<file path="config.mk">
export PLATFORM = sky130hd
export DESIGN_NAME = sram4k8_dma
export DESIGN_NICKNAME = d
export VERILOG_FILES = /design/src/rtl/sram4k8_dma.sv
export SDC_FILE = /design/constraint.sdc
export NUM_CORES = 1
export LEC_CHECK = 0
export ABC_AREA = 1
export BUFFER_PORTS_ARGS = -buffer_cell sky130_fd_sc_hd__buf_2
export CAP_MARGIN = 20
export CORE_ASPECT_RATIO = 2
export CORE_UTILIZATION = 47
export DETAILED_ROUTE_END_ITERATION = 7
export PLACE_DENSITY = 0.77
export SYNTH_ARGS = -nofsm -noshare
export SYNTH_HDL_FRONTEND = slang
export SYNTH_SLANG_ARGS = --single-unit
export TNS_END_PERCENT = 20
</file>
<file path="constraint.sdc">
create_clock -name i_MCLK -period 1.3 [get_ports i_MCLK]
set_input_delay 0.13 -clock i_MCLK [delete_from_list [all_inputs] [get_ports i_MCLK]]
set_output_delay 0.13 -clock i_MCLK [all_outputs]
set_load 0.05 [all_outputs]
</file>
<file path="src/rtl/sram4k8_dma.sv">
// sram4k8_dma: fill/copy block-transfer engine in front of a 4Kx8 work SRAM.
// The CPU bus is passed straight through to the SRAM while the engine is idle.
// Ports:
//   i_MCLK, i_RST_n               clock, async active-low reset
//   i_START, i_MODE               command strobe, 0=fill / 1=copy
//   i_SRC, i_DST, i_LEN, i_FILL   command operands
//   o_BUSY, o_DONE, o_CPU_WAIT    status; CPU stall equals busy
//   i_CPU_*                       CPU bus side
//   o_RAM_*, i_RAM_DOUT           SRAM side (synchronous strobes)
// Optional macro SRAM4K8_DMA_IRQ_EN adds o_IRQ_n / i_IRQ_ACK.
module sram4k8_dma #(
    parameter int AW = 12,
    parameter int LW = 13
) (
    input  logic          i_MCLK,
    input  logic          i_RST_n,
    input  logic          i_START,
    input  logic          i_MODE,
    input  logic [AW-1:0] i_SRC,
    input  logic [AW-1:0] i_DST,
    input  logic [LW-1:0] i_LEN,
    input  logic [7:0]    i_FILL,
    output logic          o_BUSY,
    output logic          o_DONE,
    input  logic [AW-1:0] i_CPU_ADDR,
    input  logic [7:0]    i_CPU_DIN,
    input  logic          i_CPU_WR_n,
    input  logic          i_CPU_RD_n,
    output logic          o_CPU_WAIT,
    output logic [AW-1:0] o_RAM_ADDR,
    output logic [7:0]    o_RAM_DIN,
    output logic          o_RAM_WR_n,
    output logic          o_RAM_RD_n,
    input  logic [7:0]    i_RAM_DOUT
`ifdef SRAM4K8_DMA_IRQ_EN
    ,
    output logic          o_IRQ_n,
    input  logic          i_IRQ_ACK
`endif
);

    typedef enum logic [2:0] {
        S_IDLE,
        S_FILL,
        S_CP_RD,
        S_CP_WR,
        S_FIN
    } state_t;

    localparam logic [AW-1:0] A_ONE = AW'(1);
    localparam logic [LW-1:0] L_ONE = LW'(1);

    state_t        state;
    state_t        state_n;
    logic [AW-1:0] src;
    logic [AW-1:0] dst;
    logic [LW-1:0] cnt;
    logic [7:0]    fill;
    logic          last;

    // The job mode is carried by the state itself (FILL vs CP_*),
    // so it needs no separate register after the start cycle.
    assign last = (cnt == L_ONE);

    always_ff @(posedge i_MCLK or negedge i_RST_n) begin
        if (!i_RST_n) begin
            state <= S_IDLE;
        end else begin
            state <= state_n;
        end
    end

    always_comb begin
        state_n = state;
        unique case (state)
            S_IDLE: begin
                if (i_START) begin
                    if (i_LEN == '0)
                        state_n = S_FIN;
                    else if (i_MODE)
                        state_n = S_CP_RD;
                    else
                        state_n = S_FILL;
                end
            end
            S_FILL:  if (last) state_n = S_FIN;
            S_CP_RD: state_n = S_CP_WR;
            S_CP_WR: state_n = last ? S_FIN : S_CP_RD;
            S_FIN:   state_n = S_IDLE;
            default: state_n = S_IDLE;
        endcase
    end

    always_ff @(posedge i_MCLK or negedge i_RST_n) begin
        if (!i_RST_n) begin
            src  <= '0;
            dst  <= '0;
            cnt  <= '0;
            fill <= '0;
        end else begin
            unique case (state)
                S_IDLE: begin
                    if (i_START) begin
                        src  <= i_SRC;
                        dst  <= i_DST;
                        cnt  <= i_LEN;
                        fill <= i_FILL;
                    end
                end
                S_FILL: begin
                    dst <= dst + A_ONE;
                    cnt <= cnt - L_ONE;
                end
                S_CP_WR: begin
                    src <= src + A_ONE;
                    dst <= dst + A_ONE;
                    cnt <= cnt - L_ONE;
                end
                default: ;
            endcase
        end
    end

    // SRAM side: CPU owns the bus only in IDLE; otherwise its strobes
    // are dropped so nothing it does can reach the array.
    always_comb begin
        o_RAM_ADDR = i_CPU_ADDR;
        o_RAM_DIN  = i_CPU_DIN;
        o_RAM_WR_n = i_CPU_WR_n;
        o_RAM_RD_n = i_CPU_RD_n;
        unique case (state)
            S_FILL: begin
                o_RAM_ADDR = dst;
                o_RAM_DIN  = fill;
                o_RAM_WR_n = 1'b0;
                o_RAM_RD_n = 1'b1;
            end
            S_CP_RD: begin
                o_RAM_ADDR = src;
                o_RAM_DIN  = 8'h00;
                o_RAM_WR_n = 1'b1;
                o_RAM_RD_n = 1'b0;
            end
            S_CP_WR: begin
                o_RAM_ADDR = dst;
                o_RAM_DIN  = i_RAM_DOUT;
                o_RAM_WR_n = 1'b0;
                o_RAM_RD_n = 1'b1;
            end
            S_FIN: begin
                o_RAM_ADDR = dst;
                o_RAM_DIN  = 8'h00;
                o_RAM_WR_n = 1'b1;
                o_RAM_RD_n = 1'b1;
            end
            default: ;
        endcase
    end

    assign o_BUSY     = (state != S_IDLE);
    assign o_DONE     = (state == S_FIN);
    assign o_CPU_WAIT = o_BUSY;

`ifdef SRAM4K8_DMA_IRQ_EN
    // Completion beats a coincident acknowledge.
    always_ff @(posedge i_MCLK or negedge i_RST_n) begin
        if (!i_RST_n)
            o_IRQ_n <= 1'b1;
        else if (state == S_FIN)
            o_IRQ_n <= 1'b0;
        else if (i_IRQ_ACK)
            o_IRQ_n <= 1'b1;
    end
`endif

endmodule

</file>
Word level (Yosys, flattened, before mapping). Index checks and enable logic that the tools add are counted.

Multiplexer cells: 16. Eq/ne operators: 7. Add/subtract/negate cells: 3. Reduce and logical (&&, ||, !) cells: 12.

Operators with widths (number): 12-bit case mux with 2 select lines (3); 13-bit case mux with 2 select lines (1); 12-bit by 1-bit adder with 12-bit output (second input constant) (2); 12-bit two-way mux (2); 8-bit case mux with 3 select lines (1); 13-bit by 1-bit equality test with 1-bit output (second input constant) (1); 13-bit logical NOT (1); 13-bit two-way mux (1); 13-bit by 1-bit subtractor with 13-bit output (second input constant) (1); 3-bit two-way mux (4); 3-bit case mux with 4 select lines (1); 2-bit AND reduction (4); 3-bit by 2-bit equality test with 1-bit output (second input constant) (2); 2-bit != test (second input constant) (2); 1-bit case mux with 2 select lines (2); 2-bit nonzero test (2); 2-bit OR reduction (2); 3-bit by 1-bit equality test with 1-bit output (second input constant) (1); 3-bit equality test (second input constant) (1); 3-bit logical NOT (1); 3-bit nonzero test (1); 3-bit OR reduction (1); 2-bit two-way mux (1).

Register bits: 48. Output and inout port bits: 25. Word-level logic and storage cells: 43.

Longest topological paths before layout.
Word-level depth: 4. Gate-level depth with buffers: 9.

Least setup slack after synthesis. Ideal clock, no wire load.

Path type: register to output. Start point: reg state[0]. End point: out o_RAM_ADDR[0]. Data required time: 1.170 ns. Arrival: 2.123 ns. Buffers on the path: 1. Stages on the path, launching flop included: 7. Path slack: -0.953 ns. Cells stage by stage: dfrtp_1 > nor2_2 > nand2_1 > inv_1 > nor2_2 > buf_4 > o221ai_1.

Word-level cells in the longest chain between the ends: 3. Elaborated cells between the ends (all ways): 6.

RTL lines: start, declared (line 53) `state_t state;`; start signal, assigned (line 69) `state <= state_n;`; 3-bit equality test; net o_DONE (line 24) `output logic o_DONE,`; 3-bit OR reduction (no line); 12-bit case mux with 2 select lines (line 131) `unique case (state)`; end, declared (line 30) `output logic [AW-1:0] o_RAM_ADDR,`.

The timed path passes the listed nets, and every way through them passes these cells.

Worst setup path in the final report.
Start point: reg state[2]. End point: out o_RAM_ADDR[7].

Word-level cells in the longest chain between the ends: 3. Elaborated cells between the ends (all ways): 6.

RTL lines (line): 3-bit equality test (tied with other cells) (131); 3-bit OR reduction (no line); 12-bit case mux with 2 select lines * (131).

Mark *: on every way between the ends. The rest lies on a longest branch, timed or not.

==> results.json <==
{
  "drive_gt1_share_pct": 35.2,
  "max_cap_viol_count": 0,
  "timing.final.crit_share_pct": 148,
  "power.density_mw_per_mm2": 3150,
  "share_of_the_synthesized_area_in_compound_gates_ao_oa_aoi_oai_pct": 13.8,
  "floorplan.die_area_mm2": 0.00753,
  "diodes": 0,
  "timing.hold.worst.start": "i_FILL[0]",
  "vias_per_cell": 5.40,
  "synth_commonest_cells": "181 x sky130_fd_sc_hd__nand2_1, 57 x sky130_fd_sc_hd__nor2_1, 48 x sky130_fd_sc_hd__dfrtp_1",
  "wl_per_cell_um": 15.2,
  "failed_checks": "negative setup slack",
  "maxSlewViolCount": 0,
  "detail_route.iter0.violations": 292,
  "slowest_delay_ps": 430,
  "synth_flop_cell": "sky130_fd_sc_hd__dfrtp_1",
  "post_synth_xor_area_fraction_pct": 0.520,
  "grt_pass1_wl_um": 17000,
  "synth_simple_gate_area_share_pct": 38.8,
  "reg2regPathDepth": 11,
  "register_to_register_path_setup_slack_ps": -300,
  "max_root_sink_buffers": 2,
  "last_weighted_congestion_value_of_the_routability_driven_placer": 0.920,
  "fin_util_pct": 71.5,
  "floorplan.die.height_um": 122,
  "startpoint_type": "flop",
  "worst_hold_path.num_cells": 3,
  "postSynthRegisterBits": 48,
  "synth-seq-area-share_pct": 35.6,
  "time_the_worst_path_needs_with_i_o_delays_and_setup_ps": 1930,
  "worst-endpoint-arrival_ps": 1800,
  "post_synth_instance_area_mm2": 0.00337,
  "port_buffers": 103,
  "vdd_ir_drop_max_mv": 3.06,
  "grt_pass1_vias": 3879,
  "clock.fmax_ghz": 0.519,
  "synth.distinct_cells": 33,
  "dp.cells": 730,
  "timing.hold.worst.class": "primary input to flop",
  "synthToLayoutAreaGrowth_pct": 47.3,
  "worst_slack_ps": -627,
  "run_status": "complete, but fails checks",
  "syn-instance-count": 499,
  "synth_top_family_by_area": "simple AND/OR/NAND/NOR gates",
  "grt_max_degree": 28,
  "final.fill_count": 539,
  "yosys-top-cells-area": "sky130_fd_sc_hd__dfrtp_1 36%, sky130_fd_sc_hd__nand2_1 20%, sky130_fd_sc_hd__nor2_1 6.3%",
  "syn-mean-instance-area_um2": 6.75,
  "rsz0062_at_grt": "yes",
  "synth_enable_flop_cells": 0,
  "antenna_violations_before_repair": 0,
  "hold_end": "fill[0]",
  "yosysMostFrequentCell": "sky130_fd_sc_hd__nand2_1",
  "routed-via-count": 4037,
  "hpwl_um": 8270,
  "slew_headroom_pct": 72.7,
  "cts_htree_levels": 2,
  "worst-path-buf-inv": 3,
  "regToRegEndpoint": "src[11]",
  "detail-route-antenna-nets": 0,
  "report.power.total_uw": 15600,
  "core_area_mm2": 0.00694,
  "yosys.area_share.adder_pct": 1.48,
  "endpoint_kind": "output port",
  "finalWirelength_um": 11300,
  "share_of_flip_flops_with_an_asynchronous_set_or_reset_pct": 100,
  "rows": 43,
  "finalHoldViolCount": 0,
  "worstSetupPathType": "flop to output port",
  "cp_data_required_time_ps": 1170,
  "insertion_delay_ps": 300,
  "critical-path-slowest-cell": "sky130_fd_sc_hd__dfrtp_1",
  "clock-skew-final_ps": 7.56,
  "global_route.overflow_total": 0,
  "groute.usage.overall_pct": 30.8,
  "synth.largest_area_cell": "sky130_fd_sc_hd__dfrtp_1",
  "tightest_slew_ps": 409,
  "synth_top_cell_area_share_pct": 35.6,
  "finalNonFillerCells": 747,
  "post-route-cell-area_mm2": 0.00496,
  "setup_viol": 73,
  "design.final.nets": 739,
  "path_delay_family": "simple AND/OR/NAND/NOR gates",
  "timing.rr.start": "state[0]",
  "boundaryPins": 104,
  "clk_pin_slew_ps": 60,
  "critical_path.startpoint": "state[2]",
  "worstPathMaxFanout": 5,
  "numCtsBuffers": 5,
  "yosys_warnings": 0,
  "path_cells": "inv_2 -> nand3b_1 -> nand2_4 -> nor2_4 -> buf_4 -> nand2_1 -> o221ai_2 -> buf_6",
  "clock_sinks": 48,
  "drc_errors": 0,
  "tritoncts": "built",
  "floorplan.initialDensity_pct": 48.6,
  "place_area_mm2": 0.00440,
  "clockRootBuffer": "sky130_fd_sc_hd__clkbuf_16",
  "die_width_um": 61.9,
  "first_pass_iters": 5,
  "yosys-mux-area-fraction_pct": 0,
  "leakage_power_summed_over_all_cells_uw": 0.00257,
  "placement.setup.worst_slack_ps": -530,
  "postSynthNetCount": 582
}
-- metrics by stage --
step,setup TNS [ps],hold WS (ps)
finish,-25400,30.8
global route,-30380,41.0
CTS,-16350,30.1
detailed placement,-12190,78.4
global placement,-9660,77.2
floorplan,-13240,-166
-- tightest hold or removal path, cell delays in order --
cell and delay, ps:
sky130_fd_sc_hd__buf_2 70, sky130_fd_sc_hd__nand2_1 40, sky130_fd_sc_hd__nand2_1 50
-- repair_timing --
item,CTS,global route
pin swaps,8,3
gates resized for setup,74,27
hold buffers,1,0
cloned,0,2
endpoints found under the setup margin,73,73
hold endpoints to repair,13,0
buffers inserted,2,4
-- routing by layer --
layer  vias up  wire (um)  GRT usage, %
met5         -          0             0
met4         0        456          16.1
met1      1904       3930          31.5
met3        36        609          5.73
met2       159       6330          55.6
li1       1938          -             -
-- final cells by class --
| class | count | area (um2) | area share (%) |
|---|---|---|---|
| clock buffer | 6 | 139 | 2.80 |
| clock inverter | 2 | 10.0 | 0.202 |
| inverter | 51 | 211 | 4.26 |
| multi-input combinational | 381 | 2030 | 40.9 |
| sequential | 48 | 1200 | 24.2 |
| tap | 90 | 113 | 2.27 |
| timing repair buffer | 169 | 1250 | 25.3 |
-- how the worst max path moves through the flow --
| stage | to | slack, ps | cells after the start |
|---|---|---|---|
| final | o_RAM_ADDR[7] | -630 | 8 |
| after global routing | o_RAM_ADDR[2] | -660 | 8 |
| after CTS | o_RAM_ADDR[2] | -530 | 9 |
| after detailed placement | o_RAM_ADDR[8] | -530 | 6 |
| after global placement | o_RAM_ADDR[1] | -460 | 6 |
| after floorplan | o_RAM_ADDR[0] | -670 | 6 |
-- placed cells by master, fill, tap and decap left out, types with 6 or more instances in the layout --
master and n:
sky130_fd_sc_hd__buf_2 79, sky130_fd_sc_hd__o211ai_1 8, sky130_fd_sc_hd__nand2_1 170, sky130_fd_sc_hd__a22oi_1 8
sky130_fd_sc_hd__nor2_2 7, sky130_fd_sc_hd__a21oi_1 11, sky130_fd_sc_hd__nand4_1 7, sky130_fd_sc_hd__buf_6 33
sky130_fd_sc_hd__nand2_2 7, sky130_fd_sc_hd__nand3b_1 6, sky130_fd_sc_hd__nor2_1 52, sky130_fd_sc_hd__dfrtp_1 46
sky130_fd_sc_hd__nand3_1 36, sky130_fd_sc_hd__o221ai_2 11, sky130_fd_sc_hd__o21ai_0 13, sky130_fd_sc_hd__inv_1 45
sky130_fd_sc_hd__buf_4 51
-- power by group --
| group | switching, uW | total (uW) | leakage, uW | internal (uW) |
|---|---|---|---|---|
| clock network | 572 | 1330 | 0.0000766 | 759 |
| registers | 665 | 2930 | 0.000574 | 2260 |
| logic | 6940 | 11400 | 0.00192 | 4450 |
| total | 8180 | 15600 | 0.00257 | 7470 |
-- state kept, by name, summed over array words and instances, names as in the netlist --
name and cells:
fill 8, src 12, cnt 13, state 3, dst 12
-- kinds of logic after synthesis --
| group | after synthesis |
|---|---|
| xor+xnor | 2 |
| fa+ha+maj | 4 |
| compound gates | 71 |
| simple gates | 304 |
| buf+inv | 70 |
| flops | 48 |
Note: power is estimated with default switching activity, not from simulation.
